===== src/rtl/instr_fetch_unit.sv =====
// Fetch stage: owns the PC, issues req/ack word fetches and buffers them in a prefetch FIFO; zero-wait data is valid one cycle after req.
// Backpressure: stall holds the head entry, requests pause while the FIFO is full, and a taken branch flushes the FIFO and drains any in-flight fetch.

module ifu_fifo #(
  parameter int W     = 64,
  parameter int DEPTH = 2
) (
  input  logic         clk_i,
  input  logic         rst_ni,
  input  logic         flush_i,
  input  logic         push_vld_i,
  input  logic [W-1:0] push_dat_i,
  input  logic         pop_i,
  output logic         head_vld_o,
  output logic [W-1:0] head_dat_o,
  output logic         full_nxt_o
);
  localparam int CW = $clog2(DEPTH + 1);

  logic [W-1:0]  dat_q [DEPTH];
  logic [W-1:0]  dat_d [DEPTH];
  logic [CW-1:0] cnt_q, cnt_d;

  // Head lives in slot 0 and vacated slots are zeroed, so an empty FIFO reads as 0.
  always_comb begin
    dat_d = dat_q;
    cnt_d = cnt_q;
    if (flush_i) begin
      for (int i = 0; i < DEPTH; i++) dat_d[i] = '0;
      cnt_d = '0;
    end else begin
      if (pop_i && cnt_q != '0) begin
        for (int i = 0; i < DEPTH - 1; i++) dat_d[i] = dat_q[i+1];
        dat_d[DEPTH-1] = '0;
        cnt_d = cnt_q - CW'(1);
      end
      if (push_vld_i && cnt_d != CW'(DEPTH)) begin
        for (int i = 0; i < DEPTH; i++) begin
          if (cnt_d == CW'(i)) dat_d[i] = push_dat_i;
        end
        cnt_d = cnt_d + CW'(1);
      end
    end
  end

  always_ff @(posedge clk_i or negedge rst_ni) begin
    if (!rst_ni) begin
      for (int i = 0; i < DEPTH; i++) dat_q[i] <= '0;
      cnt_q <= '0;
    end else begin
      dat_q <= dat_d;
      cnt_q <= cnt_d;
    end
  end

  assign head_vld_o = (cnt_q != '0);
  assign head_dat_o = dat_q[0];
  assign full_nxt_o = (cnt_d == CW'(DEPTH));
endmodule

module instr_fetch_unit #(
  parameter int                ADDR_W     = 32,
  parameter logic [ADDR_W-1:0] RESET_PC   = '0,
  parameter int                FIFO_DEPTH = 2
) (
  input  logic              clk,
  input  logic              reset,
  input  logic              PCSrc,
  input  logic [ADDR_W-1:0] BranchTarget,
  input  logic              stall,
  output logic              imem_req,
  output logic [ADDR_W-1:0] imem_addr,
  input  logic              imem_ack,
  input  logic [31:0]       imem_rdata,
  output logic [31:0]       Instr,
  output logic [ADDR_W-1:0] InstrPC,
  output logic [ADDR_W-1:0] PCPlus8,
  output logic              instr_valid
);
  typedef enum logic [1:0] {S_REQ, S_HOLD, S_DRAIN} state_e;
  localparam int EW = ADDR_W + 32;

  state_e            state_q;
  logic [ADDR_W-1:0] fetch_pc_q;
  logic [ADDR_W-1:0] addr_q;
  logic              req_q;
  logic              head_vld;
  logic              full_nxt;
  logic [EW-1:0]     head_dat;
  logic              ack;
  logic              consume;
  logic              redirect;
  logic              push;

  // An ack only counts against a request we are actually driving.
  assign ack      = imem_ack & req_q;
  assign consume  = head_vld & ~stall;
  assign redirect = consume & PCSrc;
  assign push     = ack & (state_q == S_REQ) & ~redirect;

  ifu_fifo #(
    .W     (EW),
    .DEPTH (FIFO_DEPTH)
  ) u_fifo (
    .clk_i      (clk),
    .rst_ni     (reset),
    .flush_i    (redirect),
    .push_vld_i (push),
    .push_dat_i ({fetch_pc_q, imem_rdata}),
    .pop_i      (consume),
    .head_vld_o (head_vld),
    .head_dat_o (head_dat),
    .full_nxt_o (full_nxt)
  );

  always_ff @(posedge clk or negedge reset) begin
    if (!reset) begin
      state_q    <= S_REQ;
      fetch_pc_q <= RESET_PC;
      addr_q     <= RESET_PC;
      req_q      <= 1'b0;
    end else begin
      case (state_q)
        S_REQ: begin
          if (redirect) begin
            fetch_pc_q <= BranchTarget;
            if (ack || !req_q) begin
              req_q  <= 1'b1;
              addr_q <= BranchTarget;
            end else begin
              state_q <= S_DRAIN;
            end
          end else if (ack) begin
            fetch_pc_q <= fetch_pc_q + ADDR_W'(4);
            if (full_nxt) begin
              state_q <= S_HOLD;
              req_q   <= 1'b0;
            end else begin
              addr_q <= fetch_pc_q + ADDR_W'(4);
            end
          end else begin
            req_q  <= 1'b1;
            addr_q <= fetch_pc_q;
          end
        end
        S_HOLD: begin
          if (redirect) begin
            fetch_pc_q <= BranchTarget;
            state_q    <= S_REQ;
            req_q      <= 1'b1;
            addr_q     <= BranchTarget;
          end else if (consume) begin
            state_q <= S_REQ;
            req_q   <= 1'b1;
            addr_q  <= fetch_pc_q;
          end
        end
        S_DRAIN: begin
          // Stale word is dropped; fetch_pc already holds the branch target.
          if (ack) begin
            state_q <= S_REQ;
            addr_q  <= fetch_pc_q;
          end
        end
        default: begin
          state_q <= S_REQ;
          req_q   <= 1'b0;
        end
      endcase
    end
  end

  assign imem_req    = req_q;
  assign imem_addr   = addr_q;
  assign instr_valid = head_vld;
  assign {InstrPC, Instr} = head_dat;
  assign PCPlus8     = head_vld ? (InstrPC + ADDR_W'(8)) : '0;
endmodule


===== config.mk =====
export PLATFORM = sky130hd
export DESIGN_NAME = instr_fetch_unit
export DESIGN_NICKNAME = d
export VERILOG_FILES = /design/src/rtl/instr_fetch_unit.sv
export SDC_FILE = /design/constraint.sdc
export NUM_CORES = 1
export LEC_CHECK = 0
export BUFFER_PORTS_ARGS = -buffer_cell sky130_fd_sc_hd__buf_2
export CAP_MARGIN = 20
export CORE_UTILIZATION = 55
export DETAILED_ROUTE_END_ITERATION = 10
export GPL_TIMING_DRIVEN = 0
export PLACE_DENSITY = 0.9
export RECOVER_POWER = 25
export SLEW_MARGIN = 25
export SYNTH_ARGS = -nofsm -noshare
export SYNTH_HDL_FRONTEND = slang
export SYNTH_SLANG_ARGS = --single-unit

===== constraint.sdc =====
create_clock -name clk -period 4.1 [get_ports clk]
set_clock_uncertainty 0.2 [all_clocks]
set_input_delay 0.41 -clock clk [delete_from_list [all_inputs] [get_ports clk]]
set_output_delay 0.41 -clock clk [all_outputs]
set_load 0.01 [all_outputs]

==> results of run 1 <==
## sequential cells by signal (all words and copies together), names as in the netlist
signal	count
u_fifo.dat_q	64
fetch_pc_q	32
state_q	2
imem_req	1
u_fifo.cnt_q	2
u_fifo.head_dat_o	64
imem_addr	32
## cell type report
cell class,instances,area [um^2],share of cell area
multi-input cells,880,5390,0.402
flip-flops and latches,197,4930,0.368
repair buffers,208,1120,0.0833
plain buffers,180,965,0.0719
clock buffers,17,425,0.0317
well taps,270,338,0.0252
clock inverters,15,191,0.0143
inverters,14,52.6,0.00392
## cells in the mapped netlist, drive strengths merged (18+ instances only)
| cell | number |
|---|---|
| nor2 | 142 |
| a311oi | 65 |
| dfrtp | 197 |
| a21oi | 67 |
| nand2 | 181 |
| buf | 80 |
| nor3 | 19 |
| a22o | 70 |
| nand3 | 29 |
| a31oi | 41 |
| clkbuf | 100 |
| o21ai | 42 |
| and3 | 18 |
## worst paths after layout
check | startpoint | end | slack, ns | cells after the start
max in group asynchronous | reset | fetch_pc_q[23] | 0.64 | 3
min in group asynchronous | reset | u_fifo.dat_q[21] | 1.28 | 2
worst min-delay path | imem_rdata[10] | u_fifo.dat_q[10] | 0.0008 | 2
worst max register to register | u_fifo.cnt_q[0] | fetch_pc_q[2] | 0.12 | 11
worst min register to register | imem_addr[4] | imem_addr[4] | 0.29 | 1
worst max-delay path | u_fifo.cnt_q[0] | fetch_pc_q[2] | 0.12 | 11
## worst register-to-register path, cell delays in order, from the launching register on
cell and delay, ns:
dfrtp_1 0.33, clkbuf_1 0.35, inv_1 0.18, ha_1 0.28
buf_6 0.17, nor3b_1 0.38, clkbuf_1 0.53, o22ai_1 0.31
clkbuf_1 0.40, clkbuf_1 0.41, a21oi_1 0.25, nand2_1 0.08
## cells by family after synthesis
logic type | count (synthesis)
mux | 14
buf+inv | 194
xor+xnor | 28
flops | 197
compound gates | 363
fa+ha+maj | 7
simple gates | 468
## per-stage QoR
step | util | TNS, ns
after global placement | 0.626 | -149.28
after floorplan | - | 0
after CTS | 0.664 | 0
final | 0.663 | 0
after global routing | 0.663 | 0
after detailed placement | 0.629 | 0
## layer usage
layer	track usage	vias up	routed length, um
met3	0.0683	119	3610
met5	0	-	0
met2	0.547	716	17000
met1	0.458	5383	14400
met4	0.146	0	1320
li1	-	5028	-
## power groups by stage
stage / Clock [uW] / Combinational [uW] / Sequential, uW
6_report: 1730 / 5950 / 3480
5_1_grt: 1800 / 6390 / 3560
4_1_cts: 1730 / 5830 / 3450
3_5_place_dp: 0 / 5770 / 3480
3_3_place_gp: 0 / 5620 / 3430
2_1_floorplan: 0 / 3980 / 3330
==> results.md, run 1 <==
- Worst min-delay path class: primary input to flip-flop
- Worst-path cell chain: clkbuf_1, inv_1, ha_1, buf_6, nor3b_1, clkbuf_1, o22ai_1, clkbuf_1, clkbuf_1, a21oi_1, nand2_1
- Internal power: 5980 uW
- RSZ-0062 raised after global routing: no
- Slew headroom: -0.847
- Top post-synthesis cells by area: dfrtp_1, nand2_1, a22o_1
- Syn_area_per_cell: 8.92 um^2
- Net Sw Frac: 0.464
- Buf/Inv on CP: 6
- Gate power share: 0.533
- Most used cell, CP: clkbuf_1
- Dominant synthesized flop cell: dfrtp_1
- Vias/cell: 6.31
- Simple-gate share of the synthesized area: 0.187
- CTS Root Cell: clkbuf_16
- Vias: 11246
- Mux contribution to synthesized area: 0.0139
- Synth Cell Area: 11300 um^2
- Clock power frac: 0.155
- DRT iter0 DRCs: 1208
- Share of cells above drive strength 1: 0.226
- CTS sink cnt: 197
- Post-synthesis adder-cell area fraction: 0.00773
- Syn nets: 1347
- Yosys reg bits: 197
- Dpl cells: 1741
- Die Area: 21200 um^2
- # fillers: 1588
- Max VDD drop: 0.439 mV
- Chip width: 146 um
- Share of the synthesized area in the top cell type: 0.435
- Largest net degree at the start of global routing: 76
- Status: finished with violations
- Register area share after synthesis: 0.435
- CP Launch Type: flip-flop
- First-pass DRT Iterations: 7
- Die Y: 146 um
- Design Area, Final: 13400 um^2
- Worst skew pair latency: 0.45 ns
- # resized after CTS: 0
- CTS Hold Buffers Added: 8
- Synth area leader: dfrtp_1
- Synth Area in XOR/XNOR: 0.0216
- Core region area: 20200 um^2
- EDFF count, synth: 0
- Starting Density: 0.560
- Final Power: 11200 uW
- Measured slew at the worst slew-check pin: 2.77 ns
- CP arrival: 4.11 ns
- Final setup fails: 0
- Slowest stage delay, CP: 0.53 ns
- GPL Wtd Cong: 0.997
- Total grt overflow: 0
- Post-Route Hold Slack: 0.000781 ns
- Antenna Cells: 0
- CTS Buf Count: 17
- Cell row count: 52
- Leak pwr: 0.00605 uW
- Power Density: 832 nW/um^2
- IO Pins: 199
- CP top delay family: buffers and inverters
- Clock transition at the registers of the reported paths: 0.09 ns
- First-pass GRT wire length: 57.3 mm
- Switch Pwr: 5180 uW
- DP Area: 12700 um^2
- Dpl hpwl: 25.4 mm
- Slew Viols, Final: 63
- Reg power frac: 0.312
- Post-CTS Setup Bufs: 0
- Synth cell types: 70
- Place WS: 0.361 ns
- Wirelength, routed: 36.2 mm
- DR WL/cell: 20.4 um
- Max-Cap Viols: 1
- I/O Buffers: 198
- CTS tree: done
- # H-tree levels: 4
- Final net count: 1574
- Clock Path Buffers: 2
- Initial antenna violation count: 0
- Min setup slack post-route: 0.118 ns
- Drt drc: 0
- Critical path data required time: 4.23 ns
- Synth Area in Compound Gates: 0.246
- Area delta synth->final: 18.3%
- Failing checks: capacitance limit, slew limit
- FFs w/ async S/R, synth: 1.00
- Tcrit/Tclk final: 0.971
- Fmax achieved: 0.251 GHz
- CP max FO: 10
- Most frequent cells in the layout: buf_2, dfrtp_1, nand2_1, nor2_1, clkbuf_1
- Syn. warnings: 0
- Most common cell after layout, fill and taps aside: buf_2
- Largest family of logic cells by synthesized area: compound AO/OA/AOI/OAI gates
- Fin crit period: 3.98 ns
- Synthesized instance count: 1271
- Total global-route track usage: 0.343
- Vias in the first global route: 10901
- ANT nets after route: 0
- CP endpoint kind: flip-flop
- Slowest-stage cell, CP: clkbuf_1
- Non-Filler Instances: 1781
- Crit path kind: flip-flop to flip-flop
- Final Hold Vio Count: 0
Note: power is estimated with default switching activity, not from simulation.
==> run 2, diff against run 1 <==
- PLACE_DENSITY: 0.9 -> 0.77
- SYNTH_HIERARCHICAL: not set -> 1
==> run 2 against run 1 <==
Register-to-register slack improved by 0.05 ns. Sequential power fell by 9.2%. Largest power group unchanged. Largest cell class unchanged. Critical endpoint is now imem_addr[20]. Clock power barely moved. Sequential cell count did not move. The flow still finishes with violations (capacitance limit, slew limit).
==> results.md, run 2 <==
- Chip width: 157 um
- CTS Root Cell: clkbuf_16
- Vias in the first global route: 11663
- Register area share after synthesis: 0.375
- Clock Path Buffers: 2
- Post-Route Hold Slack: 0.0287 ns
- IO Pins: 199
- CP max FO: 19
- Final setup fails: 0
- Non-Filler Instances: 2036
- Vias/cell: 5.96
- Top-count cell post-synth: nand2_1
- Power Density: 782 nW/um^2
- Starting Density: 0.560
- Top cells by count, synth: nand2_1, dfrtp_1, mux2i_1
- Initial antenna violation count: 0
- Die Area: 24500 um^2
- Synthesized instance count: 1485
- # fillers: 2024
- FFs w/ async S/R, synth: 1.00
- Simple-gate share of the synthesized area: 0.233
- Core region area: 23500 um^2
- Worst hold path startpoint: BranchTarget[0]
- Max VDD drop: 0.596 mV
- Total global-route track usage: 0.358
- ANT nets after route: 0
- Buf/Inv on CP: 6
- # H-tree levels: 4
- Share of cells above drive strength 1: 0.213
- Final Power: 11900 uW
- CTS Buf Count: 17
- Worst min-delay path class: primary input to flip-flop
- CTS tree: done
- Leak pwr: 0.00708 uW
- GPL Wtd Cong: 1.02
- Worst R2R End: imem_addr[20]
- First-pass DRT Iterations: 6
- Syn. warnings: 6
- Syn nets: 1561
- Tcrit/Tclk final: 0.960
- Measured slew at the worst slew-check pin: 1.71 ns
- Wirelength, routed: 43.1 mm
- Antenna Cells: 0
- CP top delay family: buffers and inverters
- Fmax achieved: 0.254 GHz
- Dominant synthesized flop cell: dfrtp_1
- Area of the multi-input gates: 7050 um^2
- Share of the synthesized area in the top cell type: 0.375
- Top post-synthesis cells by area: dfrtp_1, mux2i_1, nand2_1
- R2R Setup Slk: 0.16 ns
- Synth Area in Compound Gates: 0.159
- DR WL/cell: 21.2 um
- Final Hold Vio Count: 0
- Syn_area_per_cell: 8.85 um^2
- Area delta synth->final: 15.9%
- Fin crit period: 3.94 ns
- Critical path data required time: 4.23 ns
- Worst skew pair latency: 0.45 ns
- Synth cell types: 72
- Largest net degree at the start of global routing: 72
- Final net count: 1781
- Synth Cell Area: 13100 um^2
- Die Y: 157 um
- Synth area leader: dfrtp_1
- Dpl cells: 2005
- CP arrival: 4.06 ns
- Worst Hold Endpoint: fetch_pc_q[0]
- Most common cell after layout, fill and taps aside: buf_2
- Hold depth: 2
- Fin util: 0.649
- Post-Route Setup TNS: 0 ns
- Failing checks: capacitance limit, slew limit
- Post-synthesis adder-cell area fraction: 0.00666
- Mux contribution to synthesized area: 0.110
- Slowest stage delay, CP: 0.51 ns
- Register Area: 4930 um^2
- First-pass GRT wire length: 66.4 mm
- CP endpoint kind: flip-flop
- Worst Reg2Reg Path Length in Cells: 16
- Dpl hpwl: 32.1 mm
- Synth Area in XOR/XNOR: 0.0260
- Largest family of logic cells by synthesized area: simple AND/OR/NAND/NOR gates
- Status: finished with violations
- Slowest-stage cell, CP: mux4_2
- EDFF count, synth: 0
- I/O Buffers: 198
- Clock transition at the registers of the reported paths: 0.08 ns
- CP Launch Type: flip-flop
- Vias: 12130
- CTS sink cnt: 197
- Slew headroom: -0.137
- Drt drc: 0
- R2R Path Start: u_fifo/cnt_q[0]
- Yosys reg bits: 197
- Crit path kind: flip-flop to flip-flop
- Most frequent cells in the layout: buf_2, nand2_1, dfrtp_1, mux2i_1, clkbuf_1
- Slew Viols, Final: 66
- Worst-path cell chain: inv_1, ha_2, clkinvlp_4, nand3b_4, buf_6, nand3_1, inv_2, nand2b_1, mux4_2, nor2_4, nand4_1, and3_1, clkbuf_1, buf_4, nor2_1, a21oi_2
- Total grt overflow: 0
- Cell row count: 56
- DRT iter0 DRCs: 1030
- Max-Cap Viols: 1
-- run 2: worst max-delay path by stage --
stage / from / end / slack (ns) / cells past startpoint
global placement: u_fifo/cnt_q[0] / imem_addr[6] / -1.17 / 17
global route: u_fifo/cnt_q[0] / imem_addr[1] / -0.05 / 16
floorplan: u_fifo/cnt_q[0] / imem_addr[18] / 0.40 / 17
finish: u_fifo/cnt_q[0] / imem_addr[20] / 0.16 / 16
detailed placement: u_fifo/cnt_q[0] / imem_addr[24] / -1.20 / 17
CTS: u_fifo/cnt_q[0] / imem_addr[28] / 0.006 / 15
-- run 2: logic make-up after synthesis --
logic type               count (synthesis)
adder cells (fa/ha/maj)                  7
multiplexers                           142
buffers and inverters                  211
XOR/XNOR                                39
AO/OA/AOI/OAI                          306
AND/OR/NAND/NOR                        583
flip-flops                             197
-- run 2: repair_timing --
item                                   4_1_cts  5_1_grt
endpoints found under the hold margin       65        0
setup buffers                                0        1
pin swaps                                    0        0
setup endpoints to repair                   35       32
hold buffers                                 1        0
gates resized for setup                     10       11
-- run 2: per-stage QoR --
stage	instance area, um^2	worst slack [ns]
after detailed placement	14600	-1.20
after floorplan	13100	0.396
final	15200	0.164
after CTS	15200	0.00594
after global placement	14500	-1.17
after global routing	15200	-0.0485
-- run 2: layout make-up --
cell class / count / share of cell area
Buffer: 189 / 0.0745
Clock buffer: 17 / 0.0279
Clock inverter: 14 / 0.0105
Inverter: 20 / 0.00517
Multi-Input combinational cell: 1077 / 0.463
Sequential cell: 197 / 0.324
Tap cell: 319 / 0.0262
Timing Repair Buffer: 203 / 0.0691
-- run 2: metal layers --
layer / share of wire / global-route usage / vias up
li1: - / - / 5627
met1: 0.43 / 0.477 / 5804
met2: 0.46 / 0.581 / 604
met3: 0.075 / 0.0543 / 95
met4: 0.037 / 0.150 / 0
met5: 0 / 0 / -
-- run 2: report_power, final --
part | total, uW | switching (uW) | internal, uW
Clock | 1720 | 850 | 867
Sequential | 3160 | 498 | 2670
Combinational | 7030 | 4370 | 2660
